File: config.mk
export PLATFORM = sky130hd
export DESIGN_NAME = vid_pattern_gen
export DESIGN_NICKNAME = d
export VERILOG_FILES = /design/src/rtl/vid_pattern_gen.sv
export SDC_FILE = /design/constraint.sdc
export NUM_CORES = 1
export LEC_CHECK = 0
export CAP_MARGIN = 15
export CORE_MARGIN = 5
export CORE_UTILIZATION = 25
export CTS_CLUSTER_SIZE = 20
export DETAILED_ROUTE_END_ITERATION = 6
export PLACE_DENSITY_LB_ADDON = 0.08
export SETUP_SLACK_MARGIN = 0.15
export SLEW_MARGIN = 20
export SYNTH_ARGS = -nofsm -noshare
export SYNTH_HDL_FRONTEND = slang
export SYNTH_SLANG_ARGS = --single-unit
File: constraint.sdc
create_clock -name vid_clk -period 2.6 [get_ports vid_clk]
set_clock_uncertainty 0.1 [all_clocks]
set_input_delay 0.26 -clock vid_clk [delete_from_list [all_inputs] [get_ports vid_clk]]
set_output_delay 0.26 -clock vid_clk [all_outputs]
set_load 0.1 [all_outputs]
File: src/rtl/vid_pattern_gen.sv
// Video raster timing and test-pattern source for the HDMI TX parallel input.
// Whole frames only: enable is sampled when idle or on the last pixel of a frame.
module vid_pattern_gen #(
  parameter int H_ACTIVE = 1280,
  parameter int H_FP     = 110,
  parameter int H_SYNC   = 40,
  parameter int H_BP     = 220,
  parameter int V_ACTIVE = 720,
  parameter int V_FP     = 5,
  parameter int V_SYNC   = 5,
  parameter int V_BP     = 20,
  parameter bit HS_POL   = 1'b1,
  parameter bit VS_POL   = 1'b1,
  parameter int BAR_W    = 160
) (
  input  logic        vid_clk,
  input  logic        vid_reset_n,
  input  logic        enable,
  input  logic [1:0]  pattern_sel,
  input  logic [35:0] solid_rgb,
  output logic        de,
  output logic        hsync,
  output logic        vsync,
  output logic [35:0] d,
  output logic        frame_start
);

  localparam logic [11:0] H_LAST   = 12'(H_ACTIVE + H_FP + H_SYNC + H_BP - 1);
  localparam logic [11:0] V_LAST   = 12'(V_ACTIVE + V_FP + V_SYNC + V_BP - 1);
  localparam logic [11:0] H_ACT    = 12'(H_ACTIVE);
  localparam logic [11:0] V_ACT    = 12'(V_ACTIVE);
  localparam logic [11:0] HS_START = 12'(H_ACTIVE + H_FP);
  localparam logic [11:0] HS_END   = 12'(H_ACTIVE + H_FP + H_SYNC);
  localparam logic [11:0] VS_START = 12'(V_ACTIVE + V_FP);
  localparam logic [11:0] VS_END   = 12'(V_ACTIVE + V_FP + V_SYNC);
  localparam logic [11:0] BAR_LAST = 12'(BAR_W - 1);

  logic        running_q, running_d;
  logic [11:0] h_cnt_q, h_cnt_d, v_cnt_q, v_cnt_d;
  logic [11:0] bar_sub_q, bar_sub_d;
  logic [2:0]  bar_idx_q, bar_idx_d;
  logic [1:0]  pat_q, pat_d;
  logic [35:0] rgb_q, rgb_d;
  logic        de_q, de_d, hs_q, hs_d, vs_q, vs_d, fs_q, fs_d;
  logic [35:0] d_q, d_d;
  logic        last_px_s, frame_s, active_s;
  logic [35:0] pix_s;

  // State register: run flag, raster counters, bar counter, latched pattern and pins.
  always_ff @(posedge vid_clk or negedge vid_reset_n) begin
    if (!vid_reset_n) begin
      running_q <= 1'b0;
      h_cnt_q   <= 12'd0;
      v_cnt_q   <= 12'd0;
      bar_sub_q <= 12'd0;
      bar_idx_q <= 3'd0;
      pat_q     <= 2'd0;
      rgb_q     <= 36'd0;
      de_q      <= 1'b0;
      hs_q      <= ~HS_POL;
      vs_q      <= ~VS_POL;
      d_q       <= 36'd0;
      fs_q      <= 1'b0;
    end else begin
      running_q <= running_d;
      h_cnt_q   <= h_cnt_d;
      v_cnt_q   <= v_cnt_d;
      bar_sub_q <= bar_sub_d;
      bar_idx_q <= bar_idx_d;
      pat_q     <= pat_d;
      rgb_q     <= rgb_d;
      de_q      <= de_d;
      hs_q      <= hs_d;
      vs_q      <= vs_d;
      d_q       <= d_d;
      fs_q      <= fs_d;
    end
  end

  // Next state: run flag, raster counters and the divider-free bar counter.
  always_comb begin
    last_px_s = (h_cnt_q == H_LAST) && (v_cnt_q == V_LAST);
    frame_s   = running_q && (h_cnt_q == 12'd0) && (v_cnt_q == 12'd0);
    running_d = running_q;
    if (!running_q || last_px_s) begin
      running_d = enable;
    end else begin
      running_d = running_q;
    end
    h_cnt_d   = 12'd0;
    v_cnt_d   = 12'd0;
    bar_sub_d = 12'd0;
    bar_idx_d = 3'd0;
    if (running_q) begin
      if (h_cnt_q == H_LAST) begin
        h_cnt_d = 12'd0;
        v_cnt_d = (v_cnt_q == V_LAST) ? 12'd0 : v_cnt_q + 12'd1;
      end else begin
        h_cnt_d = h_cnt_q + 12'd1;
        v_cnt_d = v_cnt_q;
        if (bar_sub_q == BAR_LAST) begin
          bar_sub_d = 12'd0;
          bar_idx_d = bar_idx_q + 3'd1;
        end else begin
          bar_sub_d = bar_sub_q + 12'd1;
          bar_idx_d = bar_idx_q;
        end
      end
    end else begin
      h_cnt_d = 12'd0;
    end
    // The frame's first pixel already uses the freshly latched selection.
    pat_d = frame_s ? pattern_sel : pat_q;
    rgb_d = frame_s ? solid_rgb : rgb_q;
  end

  // Output decode: timing windows and pixel colour, registered next edge.
  always_comb begin
    active_s = (h_cnt_q < H_ACT) && (v_cnt_q < V_ACT);
    case (pat_d)
      2'd0:    pix_s = {{12{~bar_idx_q[2]}}, {12{~bar_idx_q[1]}}, {12{~bar_idx_q[0]}}};
      2'd1:    pix_s = {3{h_cnt_q[7:0], 4'h0}};
      2'd2:    pix_s = {36{h_cnt_q[5] ^ v_cnt_q[5]}};
      2'd3:    pix_s = rgb_d;
      default: pix_s = 36'd0;
    endcase
    if (running_q) begin
      de_d = active_s;
      hs_d = ((h_cnt_q >= HS_START) && (h_cnt_q < HS_END)) ? HS_POL : ~HS_POL;
      vs_d = ((v_cnt_q >= VS_START) && (v_cnt_q < VS_END)) ? VS_POL : ~VS_POL;
      d_d  = active_s ? pix_s : 36'd0;
      fs_d = frame_s;
    end else begin
      de_d = 1'b0;
      hs_d = ~HS_POL;
      vs_d = ~VS_POL;
      d_d  = 36'd0;
      fs_d = 1'b0;
    end
  end

  assign de          = de_q;
  assign hsync       = hs_q;
  assign vsync       = vs_q;
  assign d           = d_q;
  assign frame_start = fs_q;

endmodule

* Word level (Yosys, flattened, before mapping)
Cells that the tools add are included.
** Storage, ports and cells
- Memory bits (read-only) :: 0
- Input bits :: 41
- Bits in writable memories :: 0
- Logic and storage cells :: 67
- Memories :: 0
- Output and inout port bits :: 40
- Bits in latches :: 0
- Register bits after elaboration :: 118
** Operators by class
- $add $sub $neg :: 4
- Multiply operators :: 0
- Equal/unequal tests :: 8
- Reductions and logical operators :: 11
- Mux-type cells :: 22
- Div/mod/pow operators :: 0
- Bitwise gates (word level) :: 4
- Shift-type cells :: 0
- Magnitude comparators :: 6
** Operators with widths (number)
- $pmux 36 s4 :: 1
- $mux 36 :: 3
- $mux 12 :: 8
- $add 12x1->12 const B :: 3
- $logic_not 12->1 :: 2
- $lt 12x10->1 const B :: 2
- $lt 12x11->1 const B :: 2
- $eq 12x10->1 const B :: 1
- $eq 12x11->1 const B :: 1
- $eq 12x8->1 const B :: 1
- $ge 12x10->1 const B :: 1
- $ge 12x11->1 const B :: 1
- $mux 3 :: 3
- $logic_and 1x1->1 :: 6
- $mux 1 :: 6
- $eq 2x2->1 const B :: 2
- $add 3x1->3 const B :: 1
- $ne 3x1->1 const B :: 1
- $not 1->1 :: 3
- $eq 2x1->1 const B :: 1
- $logic_not 2->1 :: 1
- $mux 2 :: 1
- $ne 2x1->1 const B :: 1
- $logic_not 1->1 :: 1
- 2 further kinds :: 2

* Logic depth before layout (Yosys ltp)
Gate-level depths: netlist (run 1).
- Depth after elaboration :: 8
- Mapped depth :: 9
- Gate-level depth less buffers :: 7

* Worst setup path after synthesis (run 1)
Ideal clock, no wire load.
- Kind :: reg2reg
- Start point :: register v_cnt_q[0]
- End point :: register d_q[6], in the netlist d[6]
- Setup time :: 0.094 ns
- Buffers on the path :: 2
- Arrival :: 2.136 ns
- Stages on the path, launching flop included :: 10
- Data required time :: 2.406 ns
- Period minus slack after synthesis :: 2.330 ns
- Path slack :: 0.270 ns
- Cells stage by stage :: dfrtp_1 -> inv_1 -> ha_1 -> and3b_1 -> and4_1 -> buf_6 -> a21oi_1 -> clkbuf_1 -> a2bb2o_1 -> a211oi_1
** On the way
- Longest elaborated chain between the ends :: 7
- Elaborated cells between the ends (all ways) :: 13
- Classes of those cells :: order compare (1); eq/ne (3); mux (5); reduce/logical (4)
** Ends and longest elaborated chain
- from (decl) :: RTL line 39 : logic [11:0] h_cnt_q, h_cnt_d, v_cnt_q, v_cnt_d;
- from (signal assigned) :: RTL line 67 : v_cnt_q <= v_cnt_d;
- $logic_not 12->1 :: RTL line 83 : frame_s = running_q && (h_cnt_q == 12'd0) && (v_cnt_q == 12'd0);
- $logic_and 1x1->1 :: RTL line 83
- $mux 2 :: RTL line 113 : pat_d = frame_s ? pattern_sel : pat_q;
- $eq 2x2->1 (tied with other cells) :: RTL line 120 : case (pat_d)
- $pmux 36 s4 :: RTL line 120
- $mux 36 (*) :: RTL line 131 : d_d = active_s ? pix_s : 36'd0;
- $mux 36 (*) :: RTL line 127 : if (running_q) begin
- via d_d[6] :: RTL line 45 : logic [35:0] d_q, d_d;
- to (signal assigned) :: RTL line 62 : d_q <= 36'd0;
- to (signal assigned) :: RTL line 75 : d_q <= d_d;
- to (decl) :: RTL line 45
The timed path passes the listed nets; every way through them passes the cells marked *.
A chain may end at the register's enable or synchronous reset.

* Worst setup path after layout (run 1)
- Start point :: register v_cnt_q[1]
- End point :: register d_q[29], in the netlist d[29]
The elaborated chain is that of the path after synthesis.

==> results.md, run 1 <==
- WL per Instance: 18.2 um
- Vias in the first global route: 5117
- Main synth FF type: dfrtp_1
- Synthesized Nets: 638
- I/O pins: 81
- Max FO, Critical Path: 5
- Leakage: 3.45 nW
- Crit. End Element: flip-flop
- Critical Path RT: 2.82 ns
- Fill count: 2388
- Slew margin rel.: 60.3%
- Core Area: 23300 um2
- Fin nets: 770
- Final Cell Area: 8180 um2
- Ys async rst share: 100%
- Cell chosen for the clock root: clkbuf_16
- I/O Buffers: 80
- DRT antenna net count: 0
- Full die area: 26800 um2
- Die height: 164 um
- CP startpoint kind: flip-flop
- Vias: 4955
- Final worst-path cycle share: 92.4%
- Syn Area/Cell: 10.0 um2
- WHS: 0.295 ns
- CTS tree: yes
- Min-Delay Path Class: input port to asynchronous set/reset pin
- Largest net degree at the start of global routing: 43
- Overall Global Routing Usage: 14.4%
- Post-Syn Area: 5900 um2
- FP Rows: 56
- Via density: 4.71
- Sequential area share after synthesis: 50.1%
- Final hold viol count: 0
- Final min period: 2.40 ns
- Clock-pin slew on the worst setup and hold paths: 0.06 ns
- Mapped Cells: 588
- Synth top area share: 50.1%
- Layout cells sized above 1: 30.2%
- VDD IR max: 0.000335 V
- H-tree depth: 4
- Least-Margin Pin Slew: 0.595 ns
- DP HPWL: 12900 um
- Global route overflow: 0
- RSZ-0062 raised after global routing: true
- Initial antenna violation count: 0
- Initial core utilization: 25.3%
- Post-synth EDFFs: 0
- Area post-placement: 7300 um2
- Clk sink count: 118
- DRC viols: 0
- Max-Cap Viols: 0
- Fmax: 416 MHz
- Synth area leaders: dfrtp_1, o21ai_0, nand2_1
- PD cells: 585 nW/um2
- Status: finished, final reports clean
- CTS buffer count: 17
- First-pass GRT wire length: 29500 um
- Syn. warnings: 0
- Ant diodes: 0
- Worst-case clock buffer depth: 2
- Worst setup path category: flip-flop to flip-flop
- Arr. time, crit path: 2.63 ns
- GP Congestion: 0.801
- Die width: 164 um
- Synth area leader: dfrtp_1
- #FFs+latches synth: 118
- Distinct cells, synth: 57
- Worst skew pair latency: 0.42 ns
- Setup violations, final: 0
- Total wire length: 19100 um
- Synth-to-layout area growth: 38.7%
- DRT iter0 DRCs: 258
- Slew Limit Fails: 0
- First-pass DRT Iterations: 4
flip-flops by register name, summed over array words and instances, names as in the netlist, 2 cells and up:
register and flops:
bar_sub_q 12, pat_q 2, h_cnt_q 12, v_cnt_q 12
bar_idx_q 3, d 36, rgb_q 36
power breakdown:
part	total, W	internal, W	leakage [nW]	switching (W)
sequential	0.00193	0.00190	1.42	0.0000240
combinational	0.000597	0.000178	1.75	0.000419
clock	0.00226	0.00134	0.269	0.000913
cell families (layout without fill, tap and decap cells):
kind of cell	Yosys count	after routing	share of synthesized area, %
compound gates	157	157	19.7
xor+xnor	23	23	3.42
fa+ha+maj	9	9	1.91
buf+inv	52	197	4.86
flops	118	118	50.1
mux	1	1	0.170
simple gates	228	228	19.8
cells in the mapped netlist (5+ instances only):
master	n
dfrtp_1	118
nand3_1	43
ha_1	9
buf_6	7
nand2_1	77
buf_2	12
a211oi_1	23
a2bb2o_2	18
a2bb2o_1	8
nand4_1	15
nor3_1	7
nor2_1	38
a211oi_2	10
and3_1	6
inv_1	9
xnor2_1	10
a21oi_1	7
nand3_2	6
clkbuf_1	17
o2bb2ai_1	7
xor2_1	13
and2_1	6
or3_1	5
o21ai_0	60
through the flow:
step                      std cells  total power, W  TNS, ns  util [%]  worst slack [ns]
after floorplan                 588         0.00233        0         -             0.270
after global placement         1002         0.00255  -0.0458      31.3           -0.0255
after detailed placement       1002         0.00256   -0.258      31.3            -0.104
after CTS                      1043         0.00484        0      34.5             0.158
after global routing           1052         0.00497        0      35.0            0.0866
final                          1052         0.00478        0      35.0             0.197
cells in the final DEF (no fill, tap or decap), types with 13 or more instances in the layout:
cell / synthesis / final
clkdlybuf4s50_1: 0 / 39
buf_4: 2 / 102
nor2_1: 38 / 38
nand3_1: 43 / 42
xor2_1: 13 / 13
o21ai_0: 60 / 58
nand2_1: 77 / 76
clkbuf_16: 0 / 18
a2bb2o_2: 18 / 19
nand4_1: 15 / 15
a211oi_1: 23 / 15
dfrtp_1: 118 / 118
a211oi_2: 10 / 18
area by class of cell:
| type | instances | area, um2 | share of cell area, % |
|---|---|---|---|
| sequential | 118 | 2950 | 36.1 |
| multi-input combinational | 418 | 2790 | 34.1 |
| timing repair buffer | 156 | 1440 | 17.6 |
| clock buffer | 18 | 439 | 5.37 |
| tap | 319 | 399 | 4.88 |
| clock inverter | 14 | 128 | 1.56 |
| inverter | 9 | 33.8 | 0.413 |
worst paths after layout:
kind	end	depth (start not counted)	slack, ns	from
max in group asynchronous	d[17]	3	1.42	vid_reset_n
worst min-delay path	de	2	0.29	vid_reset_n
worst min register to register	rgb_q[34]	2	0.37	rgb_q[34]
worst max register to register	d[29]	9	0.20	v_cnt_q[1]
worst max-delay path	d[29]	9	0.20	v_cnt_q[1]
min in group vid_clk	rgb_q[31]	3	0.32	solid_rgb[31]
timing repair:
action,4_1_cts,5_1_grt
setup endpoints to repair,29,46
endpoints found under the hold margin,39,0
hold buffers,1,0
setup buffers,6,7
resized for setup,14,17
pin swaps,2,3
gates cloned,2,2
worst max-delay path: stages, from the launching register on:
cell and delay (ns):
dfrtp_1 0.38, inv_2 0.10, ha_4 0.15, and3b_1 0.18, nand4_1 0.19, buf_4 0.20
buf_2 0.14, a2111oi_0 0.41, nor2_1 0.22, a211oi_1 0.24
routing by layer:
metal / part of all wire [%] / GRT usage, % / wire [um] / up-vias
li1: - / - / - / 2387
met1: 45 / 18.3 / 8520 / 2446
met2: 49 / 24.2 / 9340 / 101
met3: 4.7 / 3.33 / 907 / 21
met4: 1.8 / 4.92 / 337 / 0
met5: 0 / 0 / 0 / -
No activity file was read; power rests on OpenSTA's default activity.
==> inputs of run 2 (changes only) <==
Settings changed: GPL_TIMING_DRIVEN set to 0, TNS_END_PERCENT set to 30.
==> run 2 against run 1 <==
Register-to-register slack worse by 0.03 ns. Setup slack worse by 0.029 ns. Sequential share of layout area is 1.8 points lower. Combinational power is 6.7% higher. Routed wire length is 2.1% lower.
==> results.md, run 2 (synthesized netlist as in run 1, its figures left out) <==
- Die width: 164 um (unchanged)
- I/O Buffers: 78 (was 80)
- Hold_sp: pattern_sel[0]
- Power share of the combinational group: 12.5% (about the same)
- Initial core utilization: 25.3% (unchanged)
- WL per Instance: 17.8 um (was 18.2 um)
- Arr. time, crit path: 2.66 ns (was 2.63 ns)
- DRC viols: 0 (unchanged)
- CTS buffer count: 17 (unchanged)
- Internal reg-to-reg setup slack: 0.17 ns (was 0.20 ns)
- Slew margin rel.: 33.7% (was 60.3%)
- Setup violations, final: 0 (unchanged)
- Vias: 5006 (was 4955)
- H-tree depth: 4 (unchanged)
- Post-place setup slack: -0.576 ns (was -0.104 ns)
- Total wire length: 18700 um (was 19100 um)
- Critical Path RT: 2.83 ns (was 2.82 ns)
- Final min period: 2.43 ns (was 2.40 ns)
- Ant diodes: 0 (unchanged)
- Final worst-path cycle share: 93.5% (was 92.4%)
- Overall Global Routing Usage: 13.9% (was 14.4%)
- Clock-pin slew on the worst setup and hold paths: 0.06 ns (about the same)
- Delay-heaviest family, CP: simple AND/OR/NAND/NOR gates (was compound AO/OA/AOI/OAI gates)
- Most frequent cells in the layout: dfrtp_1, clkdlybuf4s50_1, nand2_1 (was dfrtp_1, buf_4, nand2_1)
- Least-Margin Pin Slew: 0.991 ns (was 0.595 ns)
- Synth-to-layout area growth: 46.3% (was 38.7%)
- RSZ-0062 raised after global routing: true (unchanged)
- I/O pins: 81 (unchanged)
- Buf/Inv on CP: 3 (unchanged)
- Switching Power: 0.00138 W (was 0.00136 W)
- First-pass DRT Iterations: 4 (unchanged)
- Final hold viol count: 0 (unchanged)
- CTS tree: yes (unchanged)
- Die height: 164 um (unchanged)
- Fill count: 2315 (was 2388)
- Worst skew pair latency: 0.42 ns (about the same)
- PD cells: 590 nW/um2 (was 585 nW/um2)
- Cells along the critical path: buf_6 -> or4_4 -> nor3_4 -> buf_12 -> buf_12 -> nand3_1 -> a2bb2o_2 -> a211oi_2 (was inv_2 -> ha_4 -> and3b_1 -> nand4_1 -> buf_4 -> buf_2 -> a2111oi_0 -> nor2_1 -> a211oi_1)
- Sequential share of power: 37.8% (was 40.3%)
- WHS Endpoint: pat_q[0]
- Layout cells sized above 1: 29.3% (was 30.2%)
- PnR worst setup slack: 0.168 ns (was 0.197 ns)
- Worst setup path category: flip-flop to flip-flop (unchanged)
- Worst-case clock buffer depth: 2 (unchanged)
- GP Congestion: 0.786 (was 0.801)
- Clk sink count: 118 (unchanged)
- Fmax: 411 MHz (was 416 MHz)
- Critical Path Max Stage Delay: 0.58 ns (was 0.41 ns)
- Worst r2r src: h_cnt_q[2] (was v_cnt_q[1])
- R2r worst-path depth: 8 (was 9)
- Global route overflow: 0 (unchanged)
- Internal: 0.00371 W (was 0.00343 W)
- Status: finished, final reports clean (unchanged)
- First-pass GRT wire length: 28800 um (was 29500 um)
- Core Area: 23300 um2 (unchanged)
- Crit. End Element: flip-flop (unchanged)
- Commonest non-fill, non-tap cell in the layout: dfrtp_1 (unchanged)
- Leakage: 3.49 nW (was 3.45 nW)
- CP max-delay cell: or4_4 (was a2111oi_0)
- Max FO, Critical Path: 10 (was 5)
- Via density: 4.77 (was 4.71)
- Switching share of total power: 27.0% (was 28.4%)
- Clk pwr share: 49.7% (was 47.2%)
- Final setup TNS: 0 ns (unchanged)
- Cell mode on critical path: buf_12
- Initial antenna violation count: 2 (was 0)
- Hold Path Cell Cnt: 3
- Full die area: 26800 um2 (unchanged)
- VDD IR max: 0.000329 V (was 0.000335 V)
- FF-to-FF End: d[31] (was d[29])
- DP HPWL: 12800 um (was 12900 um)
- Max-Cap Viols: 0 (unchanged)
- Largest net degree at the start of global routing: 66 (was 43)
- FP Rows: 56 (unchanged)
- Slew Limit Fails: 0 (unchanged)
- Fin nets: 767 (was 770)
- Cell chosen for the clock root: clkbuf_16 (unchanged)
- Vias in the first global route: 4989 (was 5117)
- Min-Delay Path Class: input port to flip-flop (was input port to asynchronous set/reset pin)
- DRT iter0 DRCs: 260 (was 258)
- CP startpoint kind: flip-flop (unchanged)
- DRT antenna net count: 0 (unchanged)
run 2: changes by cell type in the layout (fill, tap and decap cells not counted), sizes merged, moves of 2 or more:
cell and change:
clkinvlp -2, clkdlybuf4s50 +38, inv -2, clkbuf +17, bufinv +3, buf -58
run 2: layout make-up:
cell class | count | area, um2 | area share, %
Multi-Input combinational cell | 418 | 3130 | 36.2
Timing Repair Buffer | 110 | 1110 | 12.8
Clock buffer | 18 | 429 | 4.97
Clock inverter | 14 | 201 | 2.33
Sequential cell | 118 | 2960 | 34.3
Inverter | 9 | 36.3 | 0.420
Buffer | 43 | 370 | 4.29
Tap cell | 319 | 399 | 4.63
run 2: worst max-delay path by stage:
stage	startpoint	to	cells past startpoint
3_5_place_dp	v_cnt_q[0]	d[6]	8
2_1_floorplan	v_cnt_q[0]	d[6]	9
4_1_cts	h_cnt_q[3]	v_cnt_q[5]	7
6_report	h_cnt_q[2]	d[31]	8
5_1_grt	h_cnt_q[2]	d[28]	8
3_3_place_gp	vid_reset_n	running_q	1
run 2: worst register-to-register path, stage by stage, from the launching register on:
cell	delay (ns)
dfrtp_1	0.37
buf_6	0.13
or4_4	0.58
nor3_4	0.29
buf_12	0.18
buf_12	0.14
nand3_1	0.10
a2bb2o_2	0.26
a211oi_2	0.20
run 2: repair_timing:
action | 4_1_cts | 5_1_grt
hold buffers | 1 | 0
cloned | 1 | 1
endpoints found under the setup margin | 77 | 64
buffers inserted | 10 | 18
hold endpoints to repair | 53 | 0
pin swaps | 5 | 33
gates resized for setup | 87 | 74
run 2: power groups by stage:
stage	logic (W)	registers [W]	clock network, W
2_1_floorplan	0.000104	0.00222	0
3_5_place_dp	0.000602	0.00195	0
5_1_grt	0.000671	0.00193	0.00267
6_report	0.000637	0.00192	0.00253
4_1_cts	0.000623	0.00192	0.00259
3_3_place_gp	0.000593	0.00196	0
run 2: metal layers:
layer	vias up	track usage, %	wire length (um)
li1	2385	-	-
met5	-	0	27
met4	4	4.16	250
met2	111	23.3	9070
met3	22	3.46	879
met1	2484	17.7	8470
run 2: per-stage QoR:
step | power (W) | hold WS, ns | std cells | area [um2] | utilization [%]
final | 0.00509 | 0.209 | 1049 | 8630 | 37.0
after global routing | 0.00527 | 0.229 | 1049 | 8630 | 37.0
after CTS | 0.00513 | 0.158 | 1030 | 8170 | 35.0
after detailed placement | 0.00256 | 0.113 | 986 | 7110 | 30.5
after global placement | 0.00255 | 0.359 | 985 | 7080 | 30.3
after floorplan | 0.00233 | -0.136 | 588 | 5900 | -
==> inputs of run 3 (changes only) <==
Settings changed: TNS_END_PERCENT 30 to not set.
==> run 3 against run 2 <==
Sequential cell count unchanged. Fmax up 0.88%. Die area unchanged. Largest cell class unchanged. Critical path type unchanged. Sequential power about the same. Clock-buffer cell count unchanged. Routed wire length down 0.14%. Setup slack better by 0.021 ns.
==> results.md, run 3 (synthesized netlist as in run 1, its figures left out) <==
- CP startpoint: h_cnt_q[2] (unchanged)
- Arr. time, crit path: 2.64 ns (was 2.66 ns)
- Cell Count Post-Placement: 986 (unchanged)
- Core Area: 23300 um2 (unchanged)
- CP max-delay cell: or4_4 (unchanged)
- Synth-to-layout area growth: 47.2% (was 46.3%)
- Final hold viol count: 0 (unchanged)
- VDD IR max: 0.000329 V (about the same)
- Least-Margin Pin Slew: 0.991 ns (about the same)
- DP HPWL: 12800 um (unchanged)
- Vias in the first global route: 4986 (was 4989)
- CP startpoint kind: flip-flop (unchanged)
- Final setup TNS: 0 ns (unchanged)
- FP Rows: 56 (unchanged)
- Worst skew pair latency: 0.42 ns (about the same)
- PD cells: 587 nW/um2 (was 590 nW/um2)
- DRT antenna net count: 0 (unchanged)
- Fmax: 415 MHz (was 411 MHz)
- Max-Cap Viols: 0 (unchanged)
- Slew Limit Fails: 0 (unchanged)
- Ant diodes: 0 (unchanged)
- CTS tree: yes (unchanged)
- First-pass DRT Iterations: 5 (was 4)
- Setup violations, final: 0 (unchanged)
- Die height: 164 um (unchanged)
- Min-Delay Path Class: input port to flip-flop (unchanged)
- Cell Count, Final, Fillers Out: 1049 (unchanged)
- Vias: 4959 (was 5006)
- DRT iter0 DRCs: 244 (was 260)
- Cell chosen for the clock root: clkbuf_16 (unchanged)
- Max FO, Critical Path: 10 (unchanged)
- Clock-pin slew on the worst setup and hold paths: 0.06 ns (about the same)
- Cell mode on critical path: buf_12 (unchanged)
- GP Congestion: 0.786 (unchanged)
- RSZ-0062 raised after global routing: true (unchanged)
- First-pass GRT wire length: 28800 um (about the same)
- Layout cells sized above 1: 29.9% (was 29.3%)
- CTS buffer count: 17 (unchanged)
- Most frequent cells in the layout: dfrtp_1, clkdlybuf4s50_1, nand2_1 (unchanged)
- Critical Path RT: 2.83 ns (about the same)
- Total wire length: 18700 um (about the same)
- Full die area: 26800 um2 (unchanged)
- Initial antenna violation count: 2 (unchanged)
- Initial core utilization: 25.3% (unchanged)
- I/O Buffers: 78 (unchanged)
- Slew margin rel.: 33.7% (about the same)
- WL per Instance: 17.8 um (about the same)
- Leakage: 3.51 nW (was 3.49 nW)
- Fill count: 2307 (was 2315)
- Fin nets: 767 (unchanged)
- Critical Path Max Stage Delay: 0.58 ns (about the same)
- Commonest non-fill, non-tap cell in the layout: dfrtp_1 (unchanged)
- Status: finished, final reports clean (unchanged)
- Crit. End Element: flip-flop (unchanged)
- Cells along the critical path: buf_6 -> or4_4 -> nor3_4 -> buf_12 -> buf_12 -> nand3_2 -> a2bb2o_2 -> a211oi_2 (was buf_6 -> or4_4 -> nor3_4 -> buf_12 -> buf_12 -> nand3_1 -> a2bb2o_2 -> a211oi_2)
- Worst-case clock buffer depth: 2 (unchanged)
- Overall Global Routing Usage: 13.9% (about the same)
- DRC viols: 0 (unchanged)
- Via density: 4.73 (was 4.77)
- Largest net degree at the start of global routing: 66 (unchanged)
- Hold_sp: pattern_sel[0] (unchanged)
- H-tree depth: 4 (unchanged)
- Worst setup path category: flip-flop to flip-flop (unchanged)
- Die width: 164 um (unchanged)
- Final worst-path cycle share: 92.7% (was 93.5%)
- Final min period: 2.41 ns (was 2.43 ns)
- WHS: 0.207 ns (was 0.209 ns)
- Clk sink count: 118 (unchanged)
- I/O pins: 81 (unchanged)
- Global route overflow: 0 (unchanged)
- Worst r2r src: h_cnt_q[2] (unchanged)
run 3: cell types whose count changed in the layout (fill, tap and decap cells not counted), sizes merged:
cell    previous run  this run
buf               56        57
clkbuf            36        35
run 3: stage by stage:
stage | power, W | instance area, um2 | util (%) | worst slack, ns
3_3_place_gp | 0.00255 | 7080 | 30.3 | -3.83
5_1_grt | 0.00528 | 8680 | 37.2 | 0.0716
6_report | 0.00510 | 8680 | 37.2 | 0.189
4_1_cts | 0.00513 | 8180 | 35.1 | 0.109
2_1_floorplan | 0.00233 | 5900 | - | 0.270
3_5_place_dp | 0.00256 | 7110 | 30.5 | -0.576
run 3: critical path, delay by kind of cell (launching register included):
kind                   cells  cell delay, ns
and+or+nand+nor            3            0.95
AOI/OAI and AO/OA          2            0.46
buffers and inverters      3            0.45
DFF                        1            0.37
run 3: timing repair:
action,CTS,global route
pin swaps,5,38
buffers inserted,10,19
cloned,1,0
endpoints found under the setup margin,77,57
hold buffers,1,0
gates resized for setup,91,81
endpoints found under the hold margin,53,0
run 3: path summary, 6_finish.rpt:
check	cells past startpoint	endpoint	slack, ns
worst min-delay path	3	pat_q[0]	0.21
worst max register to register	8	d[20]	0.19
worst max-delay path	8	d[20]	0.19
min in group asynchronous	2	d[18]	0.24
max in group asynchronous	3	running_q	1.43
worst min register to register	1	h_cnt_q[0]	0.36
run 3: power by group:
| group | switching, W | internal (W) | leakage, nW |
|---|---|---|---|
| registers | 0.0000186 | 0.00190 | 1.41 |
| logic | 0.000441 | 0.000204 | 1.79 |
| clock network | 0.000920 | 0.00161 | 0.301 |
| total | 0.00138 | 0.00372 | 3.51 |
run 3: area by class of cell:
| type | count | area [um2] | area share, % |
|---|---|---|---|
| multi-input cells | 418 | 3190 | 36.7 |
| flip-flops and latches | 118 | 2960 | 34.1 |
| plain buffers | 43 | 378 | 4.35 |
| inverters | 9 | 36.3 | 0.418 |
| clock inverters | 14 | 201 | 2.32 |
| repair buffers | 110 | 1090 | 12.5 |
| well taps | 319 | 399 | 4.60 |
| clock buffers | 18 | 429 | 4.94 |
run 3: per-layer routing:
metal  GRT usage [%]  vias to the layer above  routed length [um]
li1                -                     2391                   -
met1            17.7                     2456                8470
met2            23.3                       88                9150
met3            3.46                       20                 802
met4            4.16                        4                 226
met5               0                        -                  27
